### config.mk
export PLATFORM = sky130hd
export DESIGN_NAME = breath_envelope
export DESIGN_NICKNAME = d
export VERILOG_FILES = /design/src/rtl/breath_pkg.sv /design/src/rtl/breath_tick.sv /design/src/rtl/breath_envelope.sv
export SDC_FILE = /design/constraint.sdc
export NUM_CORES = 1
export LEC_CHECK = 0
export ABC_AREA = 0
export CAP_MARGIN = 40
export CORE_MARGIN = 1.5
export CORE_UTILIZATION = 62
export DETAILED_ROUTE_END_ITERATION = 7
export PLACE_DENSITY = 0.95
export SYNTH_ARGS = -nofsm -noshare
export SYNTH_HDL_FRONTEND = slang
export SYNTH_SLANG_ARGS = --single-unit
export TNS_END_PERCENT = 1
### constraint.sdc
create_clock -name clkI -period 3.2 [get_ports clkI]
set_clock_uncertainty 0.15 [all_clocks]
set_input_delay 0.48 -clock clkI [delete_from_list [all_inputs] [get_ports clkI]]
set_output_delay 0.48 -clock clkI [all_outputs]
set_load 0.03 [all_outputs]
### src/rtl/breath_pkg.sv
// Shared types and defaults for the LED breath envelope generator.
// Latency: n/a (declarations only).
// Backpressure: n/a.
package breath_pkg;

    // FSM state; the encoding is exported on phaseO and must stay fixed.
    typedef enum logic [2:0] {
        IDLE    = 3'd0,
        RISE    = 3'd1,
        HOLD_HI = 3'd2,
        FALL    = 3'd3,
        HOLD_LO = 3'd4
    } state_t;

    // Default duty word width: ramp spans 0..2047.
    localparam int DEF_WIDTH = 11;

    // Default clkI cycles per ramp step at 12 MHz (12e6 / 2048 steps/s).
    localparam int DEF_STEP_DIV = 5859;

endpackage

### src/rtl/breath_tick.sv
// Ramp-step prescaler: one-cycle tickO every STEP_DIV clkI cycles.
// Latency: tickO is combinational from the counter; first tick STEP_DIV-1 cycles after clrI drops.
// Backpressure: none; clrI holds the counter at 0 for as long as it is high.
module breath_tick
    import breath_pkg::*;
#(
    parameter int STEP_DIV = DEF_STEP_DIV
) (
    input  logic clkI,
    input  logic rstI,
    input  logic clrI,
    output logic tickO
);

    localparam int CW = (STEP_DIV > 1) ? $clog2(STEP_DIV) : 1;
    localparam logic [CW-1:0] LAST = CW'(STEP_DIV - 1);

    logic [CW-1:0] cnt;

    // Free-running 0..STEP_DIV-1 counter, parked at 0 while cleared.
    always_ff @(posedge clkI or posedge rstI) begin
        if (rstI) begin
            cnt <= '0;
        end else if (clrI || cnt == LAST) begin
            cnt <= '0;
        end else begin
            cnt <= cnt + CW'(1);
        end
    end

    assign tickO = (cnt == LAST) && !clrI;

endmodule

### src/rtl/breath_envelope.sv
// Triangular breath envelope (duty word) for the LED PWM comparator; BREATH_GAMMA_EN selects a squared-law output.
// Latency: dutyO/updO change one cycle after the tick edge that moves the ramp.
// Backpressure: none; enI is level-sensitive and dropping it always ramps down to 0 before IDLE.
module breath_envelope
    import breath_pkg::*;
#(
    parameter int WIDTH      = DEF_WIDTH,
    parameter int STEP_DIV   = DEF_STEP_DIV,
    parameter int HOLD_STEPS = 0
) (
    input  logic             clkI,
    input  logic             rstI,
    input  logic             enI,
    output logic [WIDTH-1:0] dutyO,
    output logic             updO,
    output logic [2:0]       phaseO,
    output logic             activeO
);

    localparam logic [WIDTH-1:0] LIN_MAX = {WIDTH{1'b1}};
    localparam logic [WIDTH-1:0] LIN_PRE = LIN_MAX - WIDTH'(1);
    localparam int               HW        = (HOLD_STEPS > 0) ? $clog2(HOLD_STEPS + 1) : 1;
    localparam logic [HW-1:0]    HOLD_LOAD = HW'(HOLD_STEPS);
    localparam bit               HOLD_EN   = (HOLD_STEPS > 0);

    state_t           state, state_n;
    logic [WIDTH-1:0] lin, lin_n;
    logic [WIDTH-1:0] duty_n;
    logic [HW-1:0]    hold, hold_n;
    logic             tick;

    breath_tick #(
        .STEP_DIV (STEP_DIV)
    ) u_tick (
        .clkI  (clkI),
        .rstI  (rstI),
        .clrI  (state == IDLE),
        .tickO (tick)
    );

    // Next state, ramp value and dwell counter; everything except IDLE exit waits for a tick.
    always_comb begin
        state_n = state;
        lin_n   = lin;
        hold_n  = hold;
        case (state)
            IDLE: begin
                lin_n  = '0;
                hold_n = '0;
                if (enI) state_n = RISE;
            end
            RISE: begin
                if (tick) begin
                    if (!enI) begin
                        // Stop request freezes lin for this tick; at 0 there is nothing to descend.
                        state_n = (lin == '0) ? IDLE : FALL;
                    end else begin
                        lin_n = lin + WIDTH'(1);
                        if (lin == LIN_PRE) begin
                            if (HOLD_EN) begin
                                state_n = HOLD_HI;
                                hold_n  = HOLD_LOAD;
                            end else begin
                                state_n = FALL;
                            end
                        end
                    end
                end
            end
            HOLD_HI: begin
                if (tick) begin
                    hold_n = hold - HW'(1);
                    if (!enI || hold == HW'(1)) begin
                        state_n = FALL;
                        hold_n  = '0;
                    end
                end
            end
            FALL: begin
                if (tick) begin
                    if (lin == '0) begin
                        state_n = enI ? RISE : IDLE;
                    end else begin
                        lin_n = lin - WIDTH'(1);
                        if (lin == WIDTH'(1)) begin
                            if (!enI) begin
                                state_n = IDLE;
                            end else if (HOLD_EN) begin
                                state_n = HOLD_LO;
                                hold_n  = HOLD_LOAD;
                            end else begin
                                state_n = RISE;
                            end
                        end
                    end
                end
            end
            HOLD_LO: begin
                if (tick) begin
                    hold_n = hold - HW'(1);
                    if (!enI) begin
                        state_n = IDLE;
                        hold_n  = '0;
                    end else if (hold == HW'(1)) begin
                        state_n = RISE;
                        hold_n  = '0;
                    end
                end
            end
            default: begin
                state_n = IDLE;
                lin_n   = '0;
                hold_n  = '0;
            end
        endcase
    end

`ifdef BREATH_GAMMA_EN
    logic [2*WIDTH-1:0] sq;

    // Squared law from the next lin so the output register keeps the same latency.
    always_comb begin
        sq     = {{WIDTH{1'b0}}, lin_n} * {{WIDTH{1'b0}}, lin_n};
        duty_n = sq[2*WIDTH-1:WIDTH];
    end
`else
    assign duty_n = lin_n;
`endif

    // State, ramp and output registers; updO marks only real changes of the duty word.
    always_ff @(posedge clkI or posedge rstI) begin
        if (rstI) begin
            state <= IDLE;
            lin   <= '0;
            hold  <= '0;
            dutyO <= '0;
            updO  <= 1'b0;
        end else begin
            state <= state_n;
            lin   <= lin_n;
            hold  <= hold_n;
            dutyO <= duty_n;
            updO  <= (duty_n != dutyO);
        end
    end

    assign phaseO  = state;
    assign activeO = (state != IDLE);

endmodule
==> run summary, run 1 <==
Hold crit path type: input pin to asynchronous set/reset pin
Starting density of the core: 65.8%
Cts repair resizes: 0
# IOs: 19
Post-synth top flop: dfrtp_1
Overflow after GRT: 0
Syn_nets: 237
First-pass GRT wire length: 7400 µm
Clk Tree Root Cell: clkbuf_4
Post-synthesis cell area: 2040 µm²
Post-synth cell types: 53
Gr usage total: 27.2%
Post-Synth Adder-Cell Area: 4.29%
Cts bufs inserted: 3
Placer Congestion: 1.00
Area Overhead vs Synth: 10.8%
Setup total negative slack: 0 ns
Worst Path Arrival: 2.07 ns
DIE AREA: 3650 µm²
Reg2reg end: lin[4]
Number of vias per cell: 6.43
ANT cells: 0
Worst vdd ir: 397 µV
Critical Path RT: 2.57 ns
CTS tree: built
Reg-to-reg setup timing slack: 0.71 ns
Port Buffer Count: 17
Die extent in x: 60.4 µm
Mux contribution to synthesized area: 1.59%
Highest clock rate: 370 MHz
DRT Pass-1 Iters: 5
Leading cell type in the layout, fill and taps excluded: dfrtp_1
CP max FO: 16
Leakage power: 0.000897 µW
DP HPWL: 3100 µm
Worst flop-to-flop path startpoint: lin[6]
Layout cell share with drive strength beyond 1: 10.6%
FF+latch count, synth: 28
Final wirelength: 4620 µm
Relative slew slack: 65.2%
Cell count after synthesis: 227
Insertion delay to the later sink of the worst-skew pair: 0.35 ns
Htree depth: 1
Total of max-cap violations: 0
Largest net degree at the start of global routing: 29
Most frequent cells in the layout: 28 x dfrtp_1, 25 x nor2_1, 17 x clkdlybuf4s50_1
Pwr Density: 389 nW/µm²
Endpoint class of the critical path: output pin
Num rows: 20
Critical path type: flip-flop to output pin
Core box area: 3100 µm²
Number of flops mapped to enable cells by yosys: 0
Via count: 1794
Least-Margin Pin Slew: 0.522 ns
Antenna violations before repair: 0
Unrepaired setup endpoints after global routing: false
Critical Path Sink: activeO
Post-Synth XOR/XNOR Area: 8.57%
Ys async rst share: 100%
Final #Nets: 246
Synthesized area per cell: 9.00 µm²
Vias in the first global route: 1549
Fillers: 225
Hold Slack: 0.323 ns
CTS Hold Bufs: 0
CTS clk-pin slew, worst paths: 0.16 ns
Compound-gate portion of the synthesized area: 15.6%
Post-route ant nets: 0
Clk buf depth: 2
Final hold violation count: 0
Min cycle time layout: 2.70 ns
Total of warnings raised by yosys: 0
Simple-gate share of the synthesized area: 29.6%
CTS Sinks: 28
Post-CTS Setup Bufs: 0
Max-slew violation count: 0
Number of DRC markers in iteration 0: 177
Outcome: finished clean
DRC Markers: 0
Sequential area share after synthesis: 34.3%
Vert. Die Dim: 60.4 µm
Crit path from: phaseO[0]
Finish-stage setup viols: 0
CP startpoint kind: flip-flop
Main combinational cell family by area after synthesis: simple AND/OR/NAND/NOR gates
Crit share post-route: 84.4%
Wirelength per Cell: 16.6 µm
Cells on worst reg2reg path: 5
how the worst min path moves through the flow:
stage | startpoint | cells after the start | slack [ns] | end
global placement | hold | 1 | 0.32 | hold
detailed placement | hold | 1 | 0.33 | hold
global route | rstI | 3 | 0.38 | lin[10]
floorplan | hold | 1 | 0.30 | hold
finish | rstI | 3 | 0.32 | lin[10]
CTS | rstI | 3 | 0.34 | u_tick.cnt[8]
area by class of cell:
type | count | area (µm²) | share of cell area (%)
Timing Repair Buffer | 20 | 193 | 8.51
Clock inverter | 1 | 30.0 | 1.33
Multi-Input combinational cell | 172 | 1220 | 54.0
Inverter | 11 | 41.3 | 1.82
Clock buffer | 3 | 22.5 | 0.995
Tap cell | 44 | 55.1 | 2.43
Sequential cell | 28 | 701 | 31.0
logic make-up after synthesis:
family,count (synthesis)
AO/OA/AOI/OAI,42
XOR/XNOR,20
adder cells (fa/ha/maj),7
buffers and inverters,27
flip-flops,28
multiplexers,3
other,1
AND/OR/NAND/NOR,99
flip-flops by register name, summed over array words and instances (netlist names):
register	flops
u_tick.cnt	13
lin	11
phaseO	2
hold	1
updO	1
cells in the mapped netlist, types with 5 or more instances:
cell type / number / area, µm²
xor2_1: 5 / 43.8
inv_1: 11 / 41.3
nand3_1: 11 / 55.1
nand4_1: 8 / 50.1
dfrtp_1: 28 / 701
o211ai_1: 8 / 60.1
nand2_1: 14 / 52.6
nor2_1: 25 / 93.8
clkbuf_1: 9 / 33.8
nor3_1: 9 / 45.0
xnor2_1: 15 / 131
and3_1: 6 / 37.5
o21ai_0: 7 / 35.0
ha_1: 7 / 87.6
through the flow:
stage	instances	power, µW	cell area (µm²)	utilization [%]	setup slack, ns
2_1_floorplan	227	596	2040	-	0.864
3_3_place_gp	275	633	2210	71.3	0.823
3_5_place_dp	275	640	2210	71.3	0.767
4_1_cts	279	879	2260	72.9	0.507
5_1_grt	279	910	2260	72.9	0.425
6_report	279	881	2260	72.9	0.498
routing by layer:
| layer | part of all wire [%] | up-vias | GRT usage, % |
|---|---|---|---|
| met5 | 0 | - | 0 |
| met4 | 2.2 | 0 | 10.5 |
| met3 | 8.2 | 14 | 3.41 |
| met2 | 45 | 102 | 41.5 |
| met1 | 44 | 837 | 39.4 |
| li1 | - | 841 | - |
critical path: stages, from the launching register on:
cell and delay, ns:
dfrtp_1 0.70, nor2_1 0.21, inv_1 0.14, clkdlybuf4s50_1 0.67
power breakdown:
part | switching [µW] | internal [µW] | total (µW)
clock | 119 | 127 | 246
sequential | 71.3 | 401 | 472
combinational | 79.0 | 84.2 | 163
total | 269 | 612 | 881
Note: power is estimated with default switching activity, not from simulation.
==> run 2: changes to the inputs <==
- CORE_UTILIZATION: 62 -> 57
- PLACE_DENSITY: 0.95 -> 0.89
- clock period: 3.2 -> 2.6 ns (I/O delays scaled with it)
==> run summary, run 2 (synthesis results as in run 1) <==
Clk buf depth: 2
CTS tree: built
Setup total negative slack: 0 ns
Fillers: 262
Die extent in x: 62.9 µm
Cts repair resizes: 0
Antenna violations before repair: 0
Share of total power in combinational logic: 20.2%
DP HPWL: 3380 µm
Critical Path RT: 2.72 ns
ANT cells: 0
Clk Tree Root Cell: clkbuf_4
CP max FO: 7
Layout cell share with drive strength beyond 1: 13.2%
Crit share post-route: 91.8%
Number of DRC markers in iteration 0: 222
Endpoint class of the critical path: flip-flop
Largest register FFs: 13
Insertion delay to the later sink of the worst-skew pair: 0.35 ns
Post-Place Cell Area: 2270 µm²
Worst vdd ir: 405 µV
Post-CTS Setup Bufs: 0
Top Family by Delay on Critical Path: simple AND/OR/NAND/NOR gates
Vert. Die Dim: 62.9 µm
DIE AREA: 3950 µm²
Port Buffer Count: 17
Least-Margin Pin Slew: 0.552 ns
Reg-to-reg setup timing slack: 0.21 ns
Part of the power in registers: 52.7%
Min cycle time layout: 2.39 ns
CTS Hold Bufs: 0
Leading cell type in the layout, fill and taps excluded: dfrtp_1
Clk network pwr share: 27.2%
Net Sw Frac: 30.4%
Relative slew slack: 62.9%
Number of vias per cell: 6.50
CP bufs+invs: 0
CTS Sinks: 28
Placer Congestion: 0.961
Crit path largest cell delay: 0.53 ns
Via count: 1873
Finished layout cell area: 2320 µm²
Critical path type: flip-flop to flip-flop
Final wirelength: 4990 µm
Critical path, cell by cell: nor4b_4 -> nand3_2 -> nor3_1 -> mux2_2 -> o221ai_1
Num rows: 21
Finish-stage setup viols: 0
Core box area: 3390 µm²
Htree depth: 1
Outcome: finished clean
Post-route ant nets: 0
Total power: 1090 µW
Wirelength per Cell: 17.3 µm
CP startpoint kind: flip-flop
Worst Path Arrival: 2.51 ns
Highest clock rate: 419 MHz
CTS clk-pin slew, worst paths: 0.16 ns
First-pass GRT wire length: 8490 µm
Final hold violation count: 0
# IOs: 19
Final core occ: 68.4%
Total of max-cap violations: 0
Gr usage total: 27.0%
DRC Markers: 0
Net switching power: 331 µW
Largest net degree at the start of global routing: 29
Overflow after GRT: 0
Cell-internal power: 758 µW
Hold crit path type: input pin to asynchronous set/reset pin
Leakage power: 0.000932 µW
Max-slew violation count: 0
Starting density of the core: 60.3%
Unrepaired setup endpoints after global routing: false
Biggest register: u_tick.cnt
Vias in the first global route: 1795
DRT Pass-1 Iters: 5
Pwr Density: 470 nW/µm²
Area Overhead vs Synth: 13.5%
Final #Nets: 253
WP depth: 5
CP max stage cell: nor4b_4
Most frequent cells in the layout: 28 x dfrtp_1, 25 x nor2_1, 17 x clkdlybuf4s50_1
Cts bufs inserted: 3
Cells on worst reg2reg path: 5
-- run 2: cell types whose count changed in the layout (fill, tap and decap cells not counted), sizes merged --
| cell | before | now |
|---|---|---|
| buf | 3 | 10 |
-- run 2: layer usage --
metal / global-route usage [%] / vias up / share of wire, % / wire length [µm]
met1: 37.2 / 866 / 44 / 2200
met3: 3.60 / 18 / 7.8 / 391
li1: - / 859 / - / -
met2: 41.5 / 130 / 45 / 2260
met4: 13.3 / 0 / 2.5 / 127
met5: 0 / - / 0 / 0
-- run 2: layout make-up --
class                           count  area, µm²  area share [%]
Clock buffer                        3       22.5           0.971
Clock inverter                      1       30.0            1.30
Inverter                           11       41.3            1.78
Multi-Input combinational cell    172       1220            52.7
Sequential cell                    28        701            30.2
Tap cell                           46       57.6            2.48
Timing Repair Buffer               27        245            10.6
-- run 2: power by group through the flow --
| stage | Clock [µW] | Combinational, µW | Sequential [µW] |
|---|---|---|---|
| floorplan | 0 | 158 | 576 |
| global placement | 0 | 211 | 576 |
| detailed placement | 0 | 218 | 581 |
| CTS | 302 | 219 | 572 |
| global route | 320 | 242 | 581 |
| finish | 296 | 220 | 573 |
-- run 2: worst paths after layout --
check / start / to
setup / recovery: u_tick.cnt[4] / lin[4]
hold / removal: rstI / updO
setup reg to reg: u_tick.cnt[4] / lin[4]
hold reg to reg: hold / hold
max in group asynchronous: rstI / hold
min in group clkI: hold / hold
-- run 2: through the flow --
stage | cells | setup slack, ns | hold slack [ns]
5_1_grt | 288 | 0.139 | 0.263
3_3_place_gp | 284 | 0.396 | 0.315
6_report | 288 | 0.214 | 0.239
3_5_place_dp | 284 | 0.351 | 0.329
4_1_cts | 288 | 0.303 | 0.253
2_1_floorplan | 227 | 0.264 | 0.300
-- run 2: worst min-delay path: stages --
cell             delay, ns
clkdlybuf4s50_1       0.40
inv_1                 0.05
buf_4                 0.33
